==> config.mk <==
export PLATFORM = sky130hd
export DESIGN_NAME = mano_control_sequencer
export DESIGN_NICKNAME = d
export VERILOG_FILES = /design/src/rtl/mano_control_sequencer.sv
export SDC_FILE = /design/constraint.sdc
export NUM_CORES = 1
export LEC_CHECK = 0
export CORE_MARGIN = 4
export CORE_UTILIZATION = 46
export DETAILED_ROUTE_END_ITERATION = 10
export GPL_ROUTABILITY_DRIVEN = 0
export PLACE_DENSITY = 0.8
export REMOVE_ABC_BUFFERS = 1
export SYNTH_ARGS = -nofsm -noshare
export SYNTH_HDL_FRONTEND = slang
export SYNTH_SLANG_ARGS = --single-unit
==> constraint.sdc <==
create_clock -name clock -period 1.9 [get_ports clock]
set_input_delay 0.57 -clock clock [delete_from_list [all_inputs] [get_ports clock]]
set_output_delay 0.57 -clock clock [all_outputs]
set_load 0.01 [all_outputs]
==> src/rtl/mano_control_sequencer.sv <==
`default_nettype none
// ============================================================================
// Module      : mano_control_sequencer
// Description : Timing-and-control unit for the 8-bit accumulator computer.
//               Steps the fetch/decode/execute sequence, issues register-load
//               and memory strobes, and stalls on memory wait states. A stall
//               that runs past WAIT_MAX cycles aborts to IDLE with bus_err set.
//               It also reports run/halt status and counts retired
//               instructions.
// Ports       : clock, reset_n          - clock, async active-low reset
//               start                   - begin execution (IDLE only)
//               ir_opcode, acc_zero     - decode inputs from the datapath
//               mem_ready               - memory handshake
//               ar_load_pc .. acc_op    - datapath/memory strobes (comb.)
//               t_state, busy           - sequence position / running flag
//               halted, bus_err         - sticky status
//               insn_count              - retired instruction counter
// Revision    : 1.0 - initial release
// ============================================================================
module mano_control_sequencer #(
    parameter int CNT_W    = 8,
    parameter int WAIT_MAX = 15
) (
    input  logic             clock,
    input  logic             reset_n,
    input  logic             start,
    input  logic [2:0]       ir_opcode,
    input  logic             acc_zero,
    input  logic             mem_ready,
    output logic             ar_load_pc,
    output logic             ar_load_ir,
    output logic             pc_inc,
    output logic             pc_load,
    output logic             mem_rd,
    output logic             mem_wr,
    output logic             ir_load,
    output logic             dr_load,
    output logic             acc_load,
    output logic [1:0]       acc_op,
    output logic [2:0]       t_state,
    output logic             busy,
    output logic             halted,
    output logic             bus_err,
    output logic [CNT_W-1:0] insn_count
);

    // State encoding doubles as the T-state output value.
    typedef enum logic [2:0] {
        S_F0   = 3'd0,
        S_F1   = 3'd1,
        S_DEC  = 3'd2,
        S_E0   = 3'd3,
        S_E1   = 3'd4,
        S_IDLE = 3'd7
    } state_t;

    localparam logic [2:0] c_op_lda = 3'b000;
    localparam logic [2:0] c_op_add = 3'b001;
    localparam logic [2:0] c_op_and = 3'b010;
    localparam logic [2:0] c_op_sta = 3'b011;
    localparam logic [2:0] c_op_jmp = 3'b100;
    localparam logic [2:0] c_op_bz  = 3'b101;
    localparam logic [2:0] c_op_cma = 3'b110;
    localparam logic [2:0] c_op_hlt = 3'b111;

    localparam int                c_wait_w   = $clog2(WAIT_MAX + 1);
    localparam logic [c_wait_w-1:0] c_wait_max = c_wait_w'(WAIT_MAX);
    localparam logic [c_wait_w-1:0] c_wait_one = c_wait_w'(1);
    localparam logic [CNT_W-1:0]  c_cnt_one  = CNT_W'(1);

    state_t              r_state;
    state_t              w_state_next;
    logic [c_wait_w-1:0] r_wait_cnt;
    logic                r_halted;
    logic                r_bus_err;
    logic [CNT_W-1:0]    r_insn_count;

    logic                w_retire;
    logic                w_timeout;
    logic                w_wait_inc;
    logic                w_halt_set;
    logic                w_start_go;

    // ------------------------------------------------------------------
    // Next-state and strobe decode
    // ------------------------------------------------------------------
    always_comb begin
        w_state_next = r_state;
        ar_load_pc   = 1'b0;
        ar_load_ir   = 1'b0;
        pc_inc       = 1'b0;
        pc_load      = 1'b0;
        mem_rd       = 1'b0;
        mem_wr       = 1'b0;
        ir_load      = 1'b0;
        dr_load      = 1'b0;
        acc_load     = 1'b0;
        acc_op       = 2'b00;
        w_retire     = 1'b0;
        w_timeout    = 1'b0;
        w_wait_inc   = 1'b0;
        w_halt_set   = 1'b0;
        w_start_go   = 1'b0;

        case (r_state)
            S_IDLE: begin
                if (start) begin
                    w_start_go   = 1'b1;
                    w_state_next = S_F0;
                end
            end
            S_F0: begin
                ar_load_pc   = 1'b1;
                w_state_next = S_F1;
            end
            S_F1: begin
                mem_rd = 1'b1;
                if (mem_ready) begin
                    ir_load      = 1'b1;
                    pc_inc       = 1'b1;
                    w_state_next = S_DEC;
                end else if (r_wait_cnt == c_wait_max) begin
                    w_timeout    = 1'b1;
                    w_state_next = S_IDLE;
                end else begin
                    w_wait_inc = 1'b1;
                end
            end
            S_DEC: begin
                // Opcodes with IR[7]=0 are memory-reference and need an
                // execute phase; everything else retires here.
                if (!ir_opcode[2]) begin
                    ar_load_ir   = 1'b1;
                    w_state_next = S_E0;
                end else begin
                    w_retire     = 1'b1;
                    w_state_next = S_F0;
                    case (ir_opcode)
                        c_op_jmp: pc_load = 1'b1;
                        c_op_bz:  pc_load = acc_zero;
                        c_op_cma: begin
                            acc_load = 1'b1;
                            acc_op   = 2'b11;
                        end
                        c_op_hlt: begin
                            w_halt_set   = 1'b1;
                            w_state_next = S_IDLE;
                        end
                        default: ;
                    endcase
                end
            end
            S_E0: begin
                if (ir_opcode == c_op_sta) begin
                    mem_wr = 1'b1;
                end else begin
                    mem_rd = 1'b1;
                end
                if (mem_ready) begin
                    if (ir_opcode == c_op_sta) begin
                        w_retire     = 1'b1;
                        w_state_next = S_F0;
                    end else begin
                        dr_load      = 1'b1;
                        w_state_next = S_E1;
                    end
                end else if (r_wait_cnt == c_wait_max) begin
                    w_timeout    = 1'b1;
                    w_state_next = S_IDLE;
                end else begin
                    w_wait_inc = 1'b1;
                end
            end
            S_E1: begin
                acc_load = 1'b1;
                case (ir_opcode)
                    c_op_lda: acc_op = 2'b00;
                    c_op_add: acc_op = 2'b01;
                    c_op_and: acc_op = 2'b10;
                    default:  acc_op = 2'b00;
                endcase
                w_retire     = 1'b1;
                w_state_next = S_F0;
            end
            default: begin
                w_state_next = S_IDLE;
            end
        endcase
    end

    // ------------------------------------------------------------------
    // Registered state
    // ------------------------------------------------------------------
    always_ff @(posedge clock or negedge reset_n) begin
        if (!reset_n) begin
            r_state      <= S_IDLE;
            r_wait_cnt   <= '0;
            r_halted     <= 1'b0;
            r_bus_err    <= 1'b0;
            r_insn_count <= '0;
        end else begin
            r_state <= w_state_next;

            // F0 and DEC are the only predecessors of the wait states, so
            // clearing there gives a fresh count on every entry.
            if (r_state == S_F0 || r_state == S_DEC) begin
                r_wait_cnt <= '0;
            end else if (w_wait_inc) begin
                r_wait_cnt <= r_wait_cnt + c_wait_one;
            end

            if (w_start_go) begin
                r_halted  <= 1'b0;
                r_bus_err <= 1'b0;
            end else begin
                if (w_halt_set) begin
                    r_halted <= 1'b1;
                end
                if (w_timeout) begin
                    r_bus_err <= 1'b1;
                end
            end

            if (w_retire) begin
                r_insn_count <= r_insn_count + c_cnt_one;
            end
        end
    end

    assign t_state    = r_state;
    assign busy       = (r_state != S_IDLE);
    assign halted     = r_halted;
    assign bus_err    = r_bus_err;
    assign insn_count = r_insn_count;

endmodule
`default_nettype wire

Yosys cells after proc, flatten, opt, wreduce, memory -nomap -nowiden
Cells that the tools add are included.
- register bits: 17
- latch bits: 0
- bits in writable memories: 0
- ROM bits: 0
- input port bits: 8
- output and inout bits: 25
- word-level logic and storage cells: 77
- memories: 0
- $add $sub $neg: 2
- multiply operators: 0
- div/mod/pow operators: 0
- $lt $le $gt $ge: 0
- equal/unequal tests: 15
- shift-type cells: 0
- muxes and demuxes: 49
- bitwise gates (word level): 0
- reduce and logical (&&, ||, !) cells: 6
- operator list (operator ; number):
    $mux 1 ; 31
    $mux 3 ; 7
    $eq 3x3->1 const B ; 6
    $pmux 3 s6 ; 1
    $eq 3x2->1 const B ; 4
    $add 8x1->8 const B ; 1
    $mux 4 ; 2
    $pmux 2 s2 ; 2
    $eq 3x1->1 const B ; 2
    $pmux 1 s2 ; 3
    $reduce_bool 2->1 ; 3
    $add 4x1->4 const B ; 1
    $eq 4x4->1 const B ; 1
    $mux 2 ; 2
    $logic_not 3->1 ; 1
    $ne 3x3->1 const B ; 1
    $pmux 1 s3 ; 1
    $ne 2x2->1 const B ; 1
    $reduce_or 2->1 ; 1
    $logic_or 1x1->1 ; 1

Depth between registers and ports, before layout
- depth in word-level cells: 6
- depth in mapped cells: 5
- mapped depth without buffers: 5

Worst setup path before layout
No wires, ideal clock.
- path type: reg2out
- start point: reg r_state[0] (netlist: t_state[0])
- end point: out pc_inc
- arrival: 1.424 ns
- data required time: 1.330 ns
- setup slack: -0.094 ns
- cell stages (with the launch flop): 6
- buffers on the path: 3
- cells stage by stage: dfstp_2 buf_2 buf_2 nand2_1 nor2_1 buf_4
- cells in the longest elaborated chain, start to end: 2
- RTL lines (element ; RTL line ; text):
    from (decl) ; 71 ; state_t r_state;
    from (signal assigned) ; 202 ; r_state <= w_state_next;
    $eq 3x1->1 ; n/a ;
    $mux 1 ; n/a ;
    to (decl) ; 32 ; output logic pc_inc,
No other way between the ends.

Final worst setup path
- start point: reg r_state[2] (netlist: t_state[2])
- end point: out acc_op[0]
- cells in the longest elaborated chain, start to end: 2
- elaborated cells on any way between the ends: 3
- those cells by class: 2 x eq/ne; 1 x mux
- RTL lines (element ; RTL line ; text):
    $eq 3x3->1 or $eq 3x2->1 (tied branches) ; 105 ; case (r_state)
    $pmux 2 s2 (*) ; 105 ;
    to (decl) ; 39 ; output logic [1:0] acc_op,
Every way passes the cells marked *; elsewhere a longest branch is shown, timed or not.

==> run metrics <==
result of the run=finished with violations; violations in the final reports=negative setup slack; synthesized netlist cell count=about 110; Data arrival, critical path=1.73 ns; number of antenna violations at the first check in global routing=0; critical path startpoint category=register; number of global-route vias before repair=1076; Max clock buf depth=2; antenna viol nets, final=0; Cell Area, Synth=1090 um2; worst slew slack as a fraction of its limit=75.1%; final number of max-transition violations=0; total of endpoints with negative setup slack in the final report=12; starting utilization of the core area=about half; Clock Pin Slew Worst Setup and Hold Paths=0.10 ns; classification of the worst-slack hold path=reg2reg; Total Die Area=3210 um2; Vert. Die Dim=56.6 um; number of flops mapped to enable cells by yosys=0; crit path time final=roughly 2.3 ns; final global-route overflow total=0; Antenna Diode Count=0; violation count after the first detailed-routing iteration=76; RSZ-0062 raised after global routing=yes; clock tree from TritonCTS=done; final clock period utilization by the worst path=121%; Pre-antenna DRT Iters=4; Power Dens Cells=roughly 1300 nW/um2; largest clock skew in the final design=0.00110 ns; number of remaining DRC errors=0; dpl hpwl=2.12 mm; pin count of the biggest net entering global routing=25; Worst Reg-to-Reg Cells=7; Worst Path Max Fanout=3; Max Cap Violations=0; Tightest Pin Transition=0.371 ns; Core Region=between 2000 and 2500 um2; I/O pin count=33; maximum level of the CTS H-tree=1; insertion delay to the later sink of the worst-skew pair=0.30 ns; total of warnings raised by yosys=0; hold depth=1; sequential area share after synthesis=approximately 40%; Placed Instance Area=1580 um2; multi-input gate area in the final layout=707 um2; die extent in x=56.6 um; Worst VDD drop=~0.0011 V; average routed wire per standard cell=17.4 um; GRT Overall Usage=slightly above 20%; sequential cell area=approximately 430 um2; Clock Sink Count=17; wire length of the first global-routing pass=5.22 mm; total number of nets in the final design=194; final wirelength=roughly 3.7 mm; number of distinct library cells after synthesis=41; CTS root buffer=clkbuf_4; fillers=between 100 and 150; share of flip-flops with an asynchronous set or reset=between 90% and 100%; CTS Hold Bufs=0; Syn Area/Cell=9.72 um2; flop and latch count out of synthesis=17; Inserted Clock Buffers=3; kind of end point of the critical path=primary output; category of the most critical setup path=reg2out; post-route design area=roughly 1900 um2; via density per instance=5.55; share of layout cells above drive strength 1=49.2%; maximum achievable frequency=436 MHz; final core utilization=83.2%; Final Hold Slack=0.479 ns; critical path data required time=1.33 ns; Port Buf Inserts=32; post-route setup slack=-0.396 ns; via count=1171; leading register cell type out of synthesis=dfrtp_1; hold violation count in the final report=0; reported leakage power=just under 0.9 nW; layout overhead on the synthesized area=70.7%; Std-Cell Rows=17
sequential cells by signal, indices dropped and copies added, names as in the netlist:
signal / flops
halted: 1
t_state: 3
insn_count: 8
bus_err: 1
r_wait_cnt: 4
what timing repair did:
item,CTS,global route
gates cloned,1,1
resized for setup,58,36
endpoints found under the hold margin,0,0
pin swaps,5,7
setup endpoints to repair,18,18
setup buffers,4,12
power breakdown:
group / internal (mW) / switching (mW)
clock: 0.0785 / 0.119
combinational: 0.907 / 0.727
sequential: 0.509 / 0.156
total: 1.49 / 1.00
Yosys cell counts, drive strengths merged (2+ instances only):
cell	n	share of area [%]
and3	2	1.1
nor3	5	2.3
nand3	3	1.4
xnor2	5	4.0
inv	2	0.69
a21oi	7	3.2
nand2	10	3.4
nand2b	3	2.4
nand4b	3	3.8
nor4b	2	1.6
nor2b	3	1.7
dfrtp	14	32
a211oi	2	1.4
o21ai	3	1.4
xor2	2	1.6
ha	2	2.3
nand4	5	2.9
dfstp	3	7.2
nor2	11	3.8
o21a	3	2.1
buf	6	3.6
metal layers:
layer  vias up  wire, um  part of all wire [%]  global-route usage (%)
li1        555         -                     -                       -
met1       578      1580                    43                    25.6
met2        33      1900                    52                    36.3
met3         5       144                   3.9                    2.53
met4         0        46                   1.3                    7.12
met5         -         0                     0                       0
worst max-delay path: stages (launching register included):
cell and delay [ns]:
dfstp_2 0.57, nand2b_4 0.06, or4b_4 0.51, a21oi_2 0.14
buf_2 0.14
cell families after synthesis:
| group | synth area share, % |
|---|---|
| simple gates | 30.3 |
| buf+inv | 4.60 |
| compound gates | 16.7 |
| mux | 1.03 |
| xor+xnor | 5.63 |
| fa+ha+maj | 2.30 |
| flops | 39.4 |
path summary, 6_finish.rpt:
| path | startpoint | to | slack (ns) |
|---|---|---|---|
| setup reg to reg | t_state[2] | insn_count[1] | 0.06 |
| min in group asynchronous | reset_n | r_wait_cnt[2] | 0.58 |
| hold reg to reg | insn_count[7] | insn_count[7] | 0.48 |
| hold / removal | insn_count[7] | insn_count[7] | 0.48 |
| setup / recovery | t_state[2] | acc_op[0] | -0.40 |
| max in group asynchronous | reset_n | t_state[0] | 1.07 |
layout by cell type, fill, tap and decap left out, types with 3 or more instances in the layout:
cell,Yosys,routed
a21oi_1,7,4
buf_4,1,33
nand4_1,5,5
a21oi_2,0,3
nand3_1,3,3
o21a_1,3,3
xnor2_1,5,5
dfstp_2,3,3
o21ai_0,3,3
buf_2,4,11
dlygate4sd2_1,0,4
clkdlybuf4s50_1,0,12
nand2_1,10,8
dfrtp_2,0,3
dfrtp_1,14,11
buf_6,1,5
nor2_1,11,8
clkbuf_4,0,3
nor3_1,5,3
stage by stage:
stage	power (mW)	setup slack, ns	cells	setup TNS (ns)
4_1_cts	2.19	-0.393	198	-3.19
5_1_grt	2.64	-0.444	211	-2.91
3_3_place_gp	1.80	-0.888	189	-9.90
2_1_floorplan	1.19	-0.230	105	-0.340
3_5_place_dp	1.84	-0.985	189	-10.64
6_report	2.50	-0.396	211	-2.19
area by class of cell:
type	instances	share of cell area [%]
sequential	17	23.3
multi-input combinational	86	38.0
tap	28	1.89
clock buffer	3	1.21
clock inverter	1	0.269
inverter	2	0.404
timing repair buffer	74	34.9
(Power assumes the default switching activity.)
